==> src/rtl/cnn_pkg.sv <==
// Shared CNN datapath types and constants used by the pooled output writer.
package cnn_pkg;

  localparam int unsigned POOL_VEC_N = 4;
  localparam int unsigned PACK_LANES = 4;

  typedef enum logic [2:0] {
    IDLE,
    RUN,
    DRAIN,
    FLUSH,
    DONE
  } pool_state_t;

  typedef logic [7:0] pixel_t;

endpackage

==> src/rtl/pool_writer_if.sv <==
// Handshake and output-memory bus between the post-sum shift register, the controller and pool_writer.
interface pool_writer_if
  import cnn_pkg::*;
#(
  parameter int unsigned DATA_W = 8,
  parameter int unsigned VEC_N  = POOL_VEC_N,
  parameter int unsigned ADDR_W = 8
) ();

  logic                             start;
  logic                             inValid;
  logic                             inReady;
  logic [DATA_W-1:0]                inData [VEC_N];
  logic                             outWrEn;
  logic [ADDR_W-1:0]                outAddr;
  logic [PACK_LANES*DATA_W-1:0]     outWrData;
  logic                             busy;
  logic                             done;

  modport master (
    output start, inValid, inData,
    input  inReady, outWrEn, outAddr, outWrData, busy, done
  );

  modport slave (
    input  start, inValid, inData,
    output inReady, outWrEn, outAddr, outWrData, busy, done
  );

endinterface

==> src/rtl/pool_writer_max4.sv <==
// Combinational unsigned 4:1 max tree for one 2x2 pooling window.
module pool_writer_max4
  import cnn_pkg::*;
#(
  parameter int unsigned DATA_W = 8
) (
  input  logic [DATA_W-1:0] i_d [POOL_VEC_N],
  output logic [DATA_W-1:0] o_max_c
);

  logic [DATA_W-1:0] w_lo;
  logic [DATA_W-1:0] w_hi;

  assign w_lo    = (i_d[0] > i_d[1]) ? i_d[0] : i_d[1];
  assign w_hi    = (i_d[2] > i_d[3]) ? i_d[2] : i_d[3];
  assign o_max_c = (w_lo > w_hi) ? w_lo : w_hi;

endmodule

==> src/rtl/pool_writer.sv <==
// Max-pools incoming 4-element vectors, packs four results per 32-bit word and
// writes them to the output feature map with an auto-incrementing address.
module pool_writer
  import cnn_pkg::*;
#(
  parameter int unsigned DATA_W    = 8,
  parameter int unsigned NUM_OUT   = 16,
  parameter int unsigned ADDR_W    = 8,
  parameter int unsigned BASE_ADDR = 0
) (
  input  logic          clk,
  input  logic          rst,
  pool_writer_if.slave  bus
);

  localparam int unsigned CNT_W  = $clog2(NUM_OUT + 1);
  localparam int unsigned LANE_W = $clog2(PACK_LANES);
  localparam int unsigned WORD_W = PACK_LANES * DATA_W;

  pool_state_t                          r_state;
  logic [CNT_W-1:0]                     r_accept_cnt;
  logic                                 r_drain_cnt;
  logic [LANE_W-1:0]                    r_lane;
  logic [ADDR_W-1:0]                    r_wr_addr;
  logic [PACK_LANES-1:0][DATA_W-1:0]    r_pack;
  logic [DATA_W-1:0]                    r_pool;
  logic                                 r_pool_vld;
  logic                                 r_in_ready;
  logic                                 r_wr_en;
  logic [ADDR_W-1:0]                    r_out_addr;
  logic [WORD_W-1:0]                    r_wr_data;
  logic                                 r_busy;
  logic                                 r_done;

  logic [DATA_W-1:0]                    w_vec [POOL_VEC_N];
  logic [DATA_W-1:0]                    w_max;
  logic                                 w_accept;

  assign w_vec    = bus.inData;
  assign w_accept = bus.inValid && r_in_ready;

  pool_writer_max4 #(.DATA_W(DATA_W)) u_max4 (
    .i_d     (w_vec),
    .o_max_c (w_max)
  );

  // Control FSM plus the two-stage pool/pack pipeline; the pipeline runs independently of state.
  always_ff @(posedge clk) begin
    if (rst) begin
      r_state      <= IDLE;
      r_accept_cnt <= '0;
      r_drain_cnt  <= 1'b0;
      r_lane       <= '0;
      r_wr_addr    <= '0;
      r_pack       <= '0;
      r_pool       <= '0;
      r_pool_vld   <= 1'b0;
      r_in_ready   <= 1'b0;
      r_wr_en      <= 1'b0;
      r_out_addr   <= '0;
      r_wr_data    <= '0;
      r_busy       <= 1'b0;
      r_done       <= 1'b0;
    end else begin
      r_wr_en    <= 1'b0;
      r_done     <= (r_state == DONE);
      r_pool_vld <= w_accept;
      if (w_accept) begin
        r_pool <= w_max;
      end

      if (r_pool_vld) begin
        if (r_lane == LANE_W'(PACK_LANES - 1)) begin
          r_wr_en    <= 1'b1;
          r_out_addr <= r_wr_addr;
          r_wr_data  <= {r_pool, r_pack[PACK_LANES-2:0]};
          r_pack     <= '0;
          r_wr_addr  <= r_wr_addr + ADDR_W'(1);
          r_lane     <= '0;
        end else begin
          r_pack[r_lane] <= r_pool;
          r_lane         <= r_lane + LANE_W'(1);
        end
      end

      case (r_state)
        IDLE: begin
          if (bus.start) begin
            r_state      <= RUN;
            r_accept_cnt <= '0;
            r_lane       <= '0;
            r_pack       <= '0;
            r_wr_addr    <= ADDR_W'(BASE_ADDR);
            r_in_ready   <= 1'b1;
            r_busy       <= 1'b1;
          end
        end
        RUN: begin
          if (w_accept) begin
            r_accept_cnt <= r_accept_cnt + CNT_W'(1);
            if (r_accept_cnt == CNT_W'(NUM_OUT - 1)) begin
              r_state     <= DRAIN;
              r_in_ready  <= 1'b0;
              r_drain_cnt <= 1'b0;
            end
          end
        end
        DRAIN: begin
          // Two cycles let the last accepted vector reach the pack register.
          r_drain_cnt <= 1'b1;
          if (r_drain_cnt) begin
            r_state <= (r_lane != '0) ? FLUSH : DONE;
          end
        end
        FLUSH: begin
          // Upper lanes of r_pack are already zero from the last full-word clear.
          r_wr_en    <= 1'b1;
          r_out_addr <= r_wr_addr;
          r_wr_data  <= r_pack;
          r_wr_addr  <= r_wr_addr + ADDR_W'(1);
          r_state    <= DONE;
        end
        DONE: begin
          r_state <= IDLE;
          r_busy  <= 1'b0;
        end
        default: begin
          r_state <= IDLE;
        end
      endcase
    end
  end

  assign bus.inReady   = r_in_ready;
  assign bus.outWrEn   = r_wr_en;
  assign bus.outAddr   = r_out_addr;
  assign bus.outWrData = r_wr_data;
  assign bus.busy      = r_busy;
  assign bus.done      = r_done;

endmodule

==> src/flat_wrapper.sv <==
// flat-port wrapper written by rule: the top's interface ports become plain ports
module pool_writer_flat import cnn_pkg::*;
#(
  parameter int unsigned DATA_W    = 8,
  parameter int unsigned NUM_OUT   = 16,
  parameter int unsigned ADDR_W    = 8,
  parameter int unsigned BASE_ADDR = 0
)
  (clk, rst, bus_start, bus_inValid, bus_inData, bus_inReady, bus_outWrEn, bus_outAddr, bus_outWrData, bus_busy, bus_done);
  pool_writer_if #(.DATA_W(DATA_W), .VEC_N(4), .ADDR_W(ADDR_W)) bus_i ();
  input  logic clk;
  input  logic rst;
  input wire logic [$bits(bus_i.start)-1:0] bus_start;
  input wire logic [$bits(bus_i.inValid)-1:0] bus_inValid;
  input wire logic [$bits(bus_i.inData)-1:0] bus_inData;
  output wire logic [$bits(bus_i.inReady)-1:0] bus_inReady;
  output wire logic [$bits(bus_i.outWrEn)-1:0] bus_outWrEn;
  output wire logic [$bits(bus_i.outAddr)-1:0] bus_outAddr;
  output wire logic [$bits(bus_i.outWrData)-1:0] bus_outWrData;
  output wire logic [$bits(bus_i.busy)-1:0] bus_busy;
  output wire logic [$bits(bus_i.done)-1:0] bus_done;
  assign bus_i.start = bus_start;
  assign bus_i.inValid = bus_inValid;
  assign bus_i.inData = {>>{bus_inData}};
  assign bus_inReady = bus_i.inReady;
  assign bus_outWrEn = bus_i.outWrEn;
  assign bus_outAddr = bus_i.outAddr;
  assign bus_outWrData = bus_i.outWrData;
  assign bus_busy = bus_i.busy;
  assign bus_done = bus_i.done;
  pool_writer #(.DATA_W(DATA_W), .NUM_OUT(NUM_OUT), .ADDR_W(ADDR_W), .BASE_ADDR(BASE_ADDR)) u_core (.clk(clk), .rst(rst), .bus(bus_i));
endmodule
==> config.mk <==
export PLATFORM = sky130hd
export DESIGN_NAME = pool_writer_flat
export DESIGN_NICKNAME = d
export VERILOG_FILES = /design/src/rtl/cnn_pkg.sv /design/src/rtl/pool_writer_if.sv /design/src/rtl/pool_writer_max4.sv /design/src/rtl/pool_writer.sv /design/src/flat_wrapper.sv
export SDC_FILE = /design/constraint.sdc
export NUM_CORES = 1
export LEC_CHECK = 0
export ABC_CLOCK_PERIOD_IN_PS = 3000
export CAP_MARGIN = 40
export CORE_ASPECT_RATIO = 1.5
export CORE_MARGIN = 2
export CORE_UTILIZATION = 48
export CTS_CLUSTER_DIAMETER = 80
export DETAILED_ROUTE_END_ITERATION = 6
export PLACE_DENSITY = 0.77
export SKIP_CTS_REPAIR_TIMING = 1
export SYNTH_ARGS = -nofsm -noshare
export SYNTH_HDL_FRONTEND = slang
export SYNTH_SLANG_ARGS = --single-unit
==> constraint.sdc <==
create_clock -name clk -period 3 [get_ports clk]
set_input_delay 0.6 -clock clk [delete_from_list [all_inputs] [get_ports clk]]
set_output_delay 0.6 -clock clk [all_outputs]
set_load 0.01 [all_outputs]
==> metrics, run 1 <==
status finished, violations left; failing checks setup timing; clock buffer depth 2; die width 85.46 microns; VDD IR max 433.4 uV; Synth top area share 43.58%; Final ANT Viol Nets 0; Crit Reg-Reg Startpoint u_core.r_lane[0]; count leader, synth nand2_1; P&R area growth vs syn 39.65%; die area 10780 sq um; max-slew violations 0; placed cell areas 5966 sq um; unrepaired setup endpoints after global routing yes; # IOs 80; Hold Path Stages 2; Yosys cell types 43; Mapped Cells 559; CP Cell Sequence buf_12, inv_12, ha_4, nor2b_4, o211ai_1, a21oi_2, o22ai_4, buf_6, mux2i_4, inv_1, ha_1, nand4_1, a21oi_2, o22ai_2, or3_4, o221ai_2; Top FF cell, synth dfxtp_1; minimum clock period 3.273 ns; GP Congestion 0.8412; final setup fails 8; flops & latches, synth 104; layout cells sized above 1 24.19%; net count after synthesis 626; CTS tree done; Worst Path Max Fanout 8; vias in the first global route 4113; wire per inst 15.62 microns; first-pass GRT wire length 18.11 mm; ANT cells 0; Tcrit/Tclk final 109.1%; Vias 4332; CP max stage delay 0.45 ns; normalized max-slew margin 66.66%; pwr dens 450.2 nW/um^2; Worst setup SP type input pin; number of synthesized flops with an enable pin 0; initial antenna violation count 0; Worst R2R Setup Slack 1.02 ns; clock skew 0.007947 ns; Buffers on Ports 79; leading area contributor after synthesis dfxtp_1; Worst R2R Path Depth 7; Initial Util 49.30%; endpoint class of the critical path register; Most Frequent Cell on Critical Path a21oi_2; Least-Margin Pin Slew 0.4983 ns; CP Class input pin to register; Rows 44; WP data required 3.27 ns; Reg clk slew, reported paths 0.07 ns; final wirelength 12.38 mm; PnR worst setup slack -0.2726 ns; Leak Pwr 2.697 nW; Post-synth top cells nand2_1 (120), dfxtp_1 (104), a21oi_1 (58); synth warn 0; Peak Freq 305.6 MHz; Final Hold Viols 0; Via-to-Cell Ratio 5.463; CP max stage cell or3_4; buffer type at the clock tree root clkbuf_16; Critical R2R Capture u_core.r_wr_addr[7]; Hold EP u_core.bus.outWrData[17]; design area 6671 sq um; crit path DAT 3.54 ns; drt initial violations 300; Total GRT Usage 20.58%; hold crit path type register to register; Min-Delay Startpoint u_core.bus.outWrData[17]; filler cell count 708; DRC Markers 0; max cap viols 0; HPWL after DPL 8.123 mm; Power Total 0.003003 W; H-tree depth 3; setup TNS -1.998 ns; GR Overflow Total 0; Avg Inst Size Synth 8.546 sq um; post-synthesis sequential area ratio 43.58%; asr flop ratio synth 0%; Inserted Clock Buffers 9; insertion delay of the later-clocked pin in the worst-skew pair 0.35 ns; Post-Syn Area 4777 sq um; DRT Pass-1 Iters 5; largest net degree at the start of global routing 42; clk sinks 104; top cells by area, synth dfxtp_1 (44%), nand2_1 (9.4%), ha_1 (8.1%), a21oi_1 (6.1%), nand3_1 (3.7%); nets@finish 740; core area 9689 sq um; worst setup path start bus_inData[17]; Die Y 126.2 microns
==> cells in the final DEF, fill, tap and decap left out, drive strengths merged <==
cell           synthesis  layout
mux2i                 17      17
clkinvlp               0       2
xor2                   8       8
nor4                   1       1
a211oi                 3       3
xnor2                  2       2
nand3                 35      35
a311oi                 9       9
o21ai                  6       6
buf                   17      59
o221ai                 8       8
a22oi                  1       1
a21oi                 77      77
or2                    1       1
nand2                122     122
nor2b                  3       3
nor2                  30      30
and3                   3       3
dfxtp                104     104
nor3b                  1       1
dlymetal6s2s           0      27
o31ai                  1       1
nor3                   3       3
clkbuf                14      11
nand4                 10      10
nand2b                 3       3
or3                    1       1
nand3b                 2       2
ha                    31      31
o22ai                  3       3
inv                   29      31
clkdlybuf4s50          0      46
o211ai                 3       3
and2                  10      10
nor4b                  1       1
clkinv                 0       3
==> stage by stage <==
stage	std cells	utilization (%)	setup slack, ns	hold slack (ns)
6_report	793	68.85	-0.2726	0.4517
5_1_grt	793	68.85	-0.3217	0.4711
4_1_cts	789	64.46	-0.6760	0.4538
3_5_place_dp	773	61.57	-1.051	0.4446
3_3_place_gp	773	61.57	-0.8683	0.4410
2_1_floorplan	559	-	-0.1811	0.4305
==> routing by layer <==
| layer | vias to the layer above | part of all wire [%] | GRT usage [%] |
|---|---|---|---|
| li1 | 2136 | - | - |
| met1 | 2024 | 40 | 23.16 |
| met2 | 137 | 53 | 36.99 |
| met3 | 35 | 4.1 | 3.932 |
| met4 | 0 | 3.5 | 9.150 |
| met5 | - | 0 | 0 |
==> worst max path at each step <==
stage                             endpoint  slack, ns  cells after the start
after global placement    u_core.r_pool[4]      -0.87                     16
after CTS                 u_core.r_pool[5]      -0.68                     16
final                     u_core.r_pool[7]      -0.27                     16
after detailed placement  u_core.r_pool[5]      -1.05                     16
after global routing      u_core.r_pool[4]      -0.32                     13
after floorplan           u_core.r_pool[0]      -0.18                     16
==> power by group <==
group / internal, W / switching (W)
logic: 0.000246 / 0.000239
clock network: 0.000570 / 0.000528
registers: 0.00139 / 0.0000257
==> logic make-up (layout without fill, tap and decap cells) <==
family          after synthesis  after routing  share of synthesized area [%]
compound gates              111            111                          15.64
xor+xnor                     10             10                          1.834
fa+ha+maj                    31             31                          8.119
buf+inv                      60            179                          5.605
flops                       104            104                          43.58
mux                          17             17                          3.562
simple gates                226            226                          21.66
==> critical path: cells and delay by family <==
kind	cells	cell delay [ns]
muxes	1	0.24
adders and majority gates	2	0.51
buffers and inverters	4	0.41
AOI/OAI and AO/OA	6	1.01
and+or+nand+nor	3	0.76
==> area by class of cell <==
class	count	area, sq um	share of cell area (%)
inverter	29	121.4	1.819
clock buffer	9	225.2	3.376
sequential	104	2082	31.21
multi-input combinational	395	2764	41.43
tap	115	143.9	2.157
timing repair buffer	134	1280	19.19
clock inverter	7	55.05	0.8252
==> registers in the layout, indices dropped and copies added, names as in the netlist, 2 cells and up <==
register              count
u_core.bus.outAddr        8
u_core.r_pack            32
u_core.r_lane             2
u_core.r_pool             8
u_core.r_accept_cnt       5
u_core.r_state            3
u_core.r_wr_addr          8
u_core.bus.outWrData     32
No activity file was read; power rests on OpenSTA's default activity.
==> inputs of run 2 (changes only) <==
--- a/config.mk
+++ b/config.mk
@@ -13,5 +13,7 @@
 export CTS_CLUSTER_DIAMETER = 80
 export DETAILED_ROUTE_END_ITERATION = 6
+export HOLD_SLACK_MARGIN = 0.03
 export PLACE_DENSITY = 0.77
+export REMOVE_ABC_BUFFERS = 1
 export SKIP_CTS_REPAIR_TIMING = 1
 export SYNTH_ARGS = -nofsm -noshare
==> constraint.sdc (replaced) <==
create_clock -name clk -period 3 [get_ports clk]
set_input_delay 0.45 -clock clk [delete_from_list [all_inputs] [get_ports clk]]
set_output_delay 0.45 -clock clk [all_outputs]
set_load 0.01 [all_outputs]
==> metrics, run 2 (synthesis results as in run 1) <==
setup TNS -0.9227 ns; endpoint class of the critical path register; P&R area growth vs syn 40.57%; drt initial violations 272; CP Class input pin to register; GP Congestion 0.8010; WP data required 3.27 ns; crit path DAT 3.39 ns; Final ANT Viol Nets 0; Final Core Density 69.31%; CTS tree done; die area 10780 sq um; HPWL after DPL 8.171 mm; Peak Freq 320.2 MHz; pwr dens 452.9 nW/um^2; Inst Count DP 765; vias in the first global route 4212; most frequent cells in the layout nand2_1 (119), dfxtp_1 (104), a21oi_1 (53), buf_4 (49), clkdlybuf4s50_1 (46); Finished Layout Cells 789; worst setup path start bus_inData[21]; die width 85.46 microns; Vias 4304; commonest non-fill, non-tap cell in the layout nand2_1; normalized max-slew margin 64.29%; CP Cell Sequence dlymetal6s2s_1, inv_1, ha_1, nand4_1, buf_4, o22ai_4, buf_12, buf_4, mux2i_1, ha_2, nor2b_4, o211ai_1, a21oi_2, o22ai_2, nand2_2, o221ai_2; insertion delay of the later-clocked pin in the worst-skew pair 0.34 ns; Hold Path Stages 2; hold crit path type register to register; Total GRT Usage 20.96%; Least-Margin Pin Slew 0.5337 ns; Via-to-Cell Ratio 5.455; Initial Util 49.30%; DRC Markers 0; Hold EP u_core.bus.outWrData[2]; Leak Pwr 2.673 nW; CP max stage delay 0.36 ns; Min-Delay Startpoint u_core.bus.outWrData[2]; buffer type at the clock tree root clkbuf_16; minimum clock period 3.123 ns; Worst setup SP type input pin; Worst R2R Setup Slack 0.93 ns; Reg clk slew, reported paths 0.06 ns; status finished, violations left; unrepaired setup endpoints after global routing yes; CP bufs+invs 5; clk sinks 104; DRT Pass-1 Iters 4; final setup fails 8; Die Y 126.2 microns; VDD IR max 498.6 uV; largest net degree at the start of global routing 39; initial antenna violation count 0; Final Hold Viols 0; # IOs 80; Tcrit/Tclk final 104.1%; clock skew 0.004881 ns; Crit Reg-Reg Startpoint u_core.r_lane[0]; Critical R2R Capture u_core.r_wr_addr[5]; delay-heaviest family, CP compound AO/OA/AOI/OAI gates; wire per inst 15.77 microns; Most Frequent Cell on Critical Path buf_4; first-pass GRT wire length 18.49 mm; Worst R2R Path Depth 7; clock buffer depth 2; H-tree depth 3; PnR worst setup slack -0.1229 ns; layout cells sized above 1 23.74%; GR Overflow Total 0; max-slew violations 0; max cap viols 0; failing checks setup timing; Inserted Clock Buffers 9; Buffers on Ports 79; Worst Path Max Fanout 8; nets@finish 736; final wirelength 12.44 mm; Rows 44; core area 9689 sq um; CP max stage cell mux2i_1; ANT cells 0
[run 2: changes by cell type in the layout (fill, tap and decap cells not counted), sizes merged]
cell and change:
buf -5, clkbuf +5, clkinvlp -2, inv -2
[run 2: power breakdown]
group	internal (W)	leakage, nW	switching (W)	total, W
clock network	0.000626	0.145	0.000471	0.00110
logic	0.000270	1.69	0.000254	0.000524
registers	0.00140	0.839	0.0000246	0.00142
[run 2: how the worst max path moves through the flow]
stage	endpoint	depth (start not counted)	slack (ns)
5_1_grt	u_core.r_pool[2]	16	-0.25
3_5_place_dp	u_core.r_pool[4]	16	-0.78
4_1_cts	u_core.r_pool[4]	16	-0.43
6_report	u_core.r_pool[4]	16	-0.12
3_3_place_gp	u_core.r_pool[1]	16	-0.65
2_1_floorplan	u_core.r_pool[0]	15	-0.07
[run 2: per-stage QoR]
stage	hold slack (ns)	power, W	setup WS (ns)	cell area [sq um]
after floorplan	0.4305	0.001618	-0.07175	4618
after global placement	0.4377	0.001798	-0.6527	5883
after detailed placement	0.4420	0.001814	-0.7760	5883
after CTS	0.4507	0.002903	-0.4315	6168
after global routing	0.4723	0.003166	-0.2506	6715
final	0.4485	0.003041	-0.1229	6715
[run 2: layout make-up]
type                            instances  area (sq um)
Multi-Input combinational cell        395          2853
Clock buffer                           13         270.3
Clock inverter                          3         15.01
Inverter                               29         111.4
Timing Repair Buffer                  130          1240
Sequential cell                       104          2082
Tap cell                              115         143.9
Fill cell                             730          2974
[run 2: per-layer routing]
metal	routed length (microns)	track usage [%]
met5	0	0
met4	383	7.190
met3	473	4.980
met2	6870	39.06
met1	4717	22.67
[run 2: worst reg2reg max path: cells and delay by family (launching register included)]
family | cells | cell delay, ns
AND/OR/NAND/NOR | 5 | 0.99
flip-flops | 1 | 0.40
adder cells (fa/ha/maj) | 1 | 0.40
XOR/XNOR | 1 | 0.17
==> inputs of run 3 (changes only) <==
Settings changed: PLACE_DENSITY 0.77 to unset, PLACE_DENSITY_LB_ADDON set to 0.08.
==> metrics, run 3 (synthesis results as in run 1) <==
Via-to-Cell Ratio 5.473; final wirelength 12.21 mm; Total GRT Usage 21.62%; max cap viols 0; VDD IR max 387.9 uV; initial antenna violation count 0; Worst Path Max Fanout 8; clock buffer depth 2; CP Cell Sequence dlymetal6s2s_1, inv_1, ha_1, nor2b_4, o211ai_1, a21oi_4, o22ai_4, mux2i_2, inv_1, ha_1, nor2b_1, o211ai_1, a21oi_2, o22ai_2, or3_4, o221ai_2; Tcrit/Tclk final 101.8%; drt initial violations 204; DP Worst Slack -0.8469 ns; CP max stage cell or3_4; pwr dens 469.5 nW/um^2; Rows 44; Die Y 126.2 microns; Final Hold Viols 0; DRT Pass-1 Iters 5; DRC Markers 0; WP data required 3.26 ns; Final Core Density 69.83%; max-slew violations 0; Final ANT Viol Nets 0; Worst R2R Path Depth 7; clock skew 0.003420 ns; insertion delay of the later-clocked pin in the worst-skew pair 0.34 ns; endpoint class of the critical path register; GP Congestion 0.8160; minimum clock period 3.054 ns; Power Total 0.003177 W; Worst setup SP type input pin; largest net degree at the start of global routing 39; Reg clk slew, reported paths 0.06 ns; die width 85.46 microns; CTS tree done; vias in the first global route 4081; status finished, violations left; final setup fails 8; crit path DAT 3.31 ns; ANT cells 0; clk sinks 104; CP max stage delay 0.45 ns; first-pass GRT wire length 18.84 mm; CP Class input pin to register; Inserted Clock Buffers 9; die area 10780 sq um; failing checks setup timing; Peak Freq 327.5 MHz; # IOs 80; wire per inst 15.44 microns; setup TNS -0.2914 ns; placed cell areas 5901 sq um; GR Overflow Total 0; hold crit path type register to register; commonest non-fill, non-tap cell in the layout nand2_1; core area 9689 sq um; nets@finish 739; unrepaired setup endpoints after global routing yes; worst setup path start bus_inData[24]; most frequent cells in the layout nand2_1 (119), dfxtp_1 (104), a21oi_1 (52), buf_4 (52), clkdlybuf4s50_1 (46); Critical R2R Capture u_core.r_wr_addr[5]; Least-Margin Pin Slew 0.5472 ns; normalized max-slew margin 63.39%; Crit Reg-Reg Startpoint u_core.r_lane[0]; Buffers on Ports 79; layout cells sized above 1 23.52%; Worst R2R Setup Slack 0.87 ns; Initial Util 49.30%; HPWL after DPL 8.391 mm; PnR worst setup slack -0.05376 ns; Vias 4329; buffer type at the clock tree root clkbuf_16; H-tree depth 3; Leak Pwr 2.721 nW; Critical Path End u_core.r_pool[7]; P&R area growth vs syn 41.64%; design area 6766 sq um
## run 3: cell types whose count changed in the layout (fill, tap and decap cells not counted), sizes merged
cell / previous run / this run
clkinv: 3 / 1
dlymetal6s2s: 27 / 29
clkbuf: 16 / 13
bufinv: 0 / 2
buf: 54 / 57
## run 3: where the power goes
group	internal [W]	switching (W)	leakage, nW
combinational	0.000264	0.000240	1.72
clock	0.000771	0.000483	0.159
sequential	0.00140	0.0000245	0.839
## run 3: cell type report
| class | count | area [sq um] |
|---|---|---|
| fillers | 762 | 2923 |
| multi-input cells | 395 | 2831 |
| flip-flops and latches | 104 | 2082 |
| repair buffers | 133 | 1276 |
| clock buffers | 12 | 256.5 |
| well taps | 115 | 143.9 |
| inverters | 29 | 111.4 |
| clock inverters | 3 | 65.06 |
## run 3: worst max-delay path: cells and delay by family
kind                       cells  cell delay [ns]
AOI/OAI and AO/OA              7             1.05
and+or+nand+nor                3             0.68
adders and majority gates      2             0.53
muxes                          1             0.31
buffers and inverters          3             0.27
## run 3: how the worst min path moves through the flow
stage | slack [ns] | to | from | cells after the start
2_1_floorplan | 0.43 | u_core.r_pack[24] | u_core.r_pack[24] | 1
3_3_place_gp | 0.44 | u_core.bus.outAddr[1] | u_core.bus.outAddr[1] | 2
3_5_place_dp | 0.44 | u_core.bus.outAddr[0] | u_core.bus.outAddr[0] | 2
4_1_cts | 0.45 | u_core.bus.outAddr[0] | u_core.bus.outAddr[0] | 2
5_1_grt | 0.47 | u_core.bus.outWrData[3] | u_core.bus.outWrData[3] | 2
6_report | 0.45 | u_core.bus.outAddr[7] | u_core.bus.outAddr[7] | 2
## run 3: metal layers
metal  wire (microns)  share of wire, %  GRT usage, %  vias up
met5                0                 0             0        -
li1                 -                 -             -     2131
met3              464               3.8         4.718       22
met4              319               2.6         8.870        0
met2             6527                53         38.19      107
met1             4899                40         24.86     2069
## run 3: stage by stage
stage,hold slack (ns),cells
2_1_floorplan,0.4305,528
3_3_place_gp,0.4378,769
3_5_place_dp,0.4434,769
4_1_cts,0.4523,784
5_1_grt,0.4689,791
6_report,0.4494,791
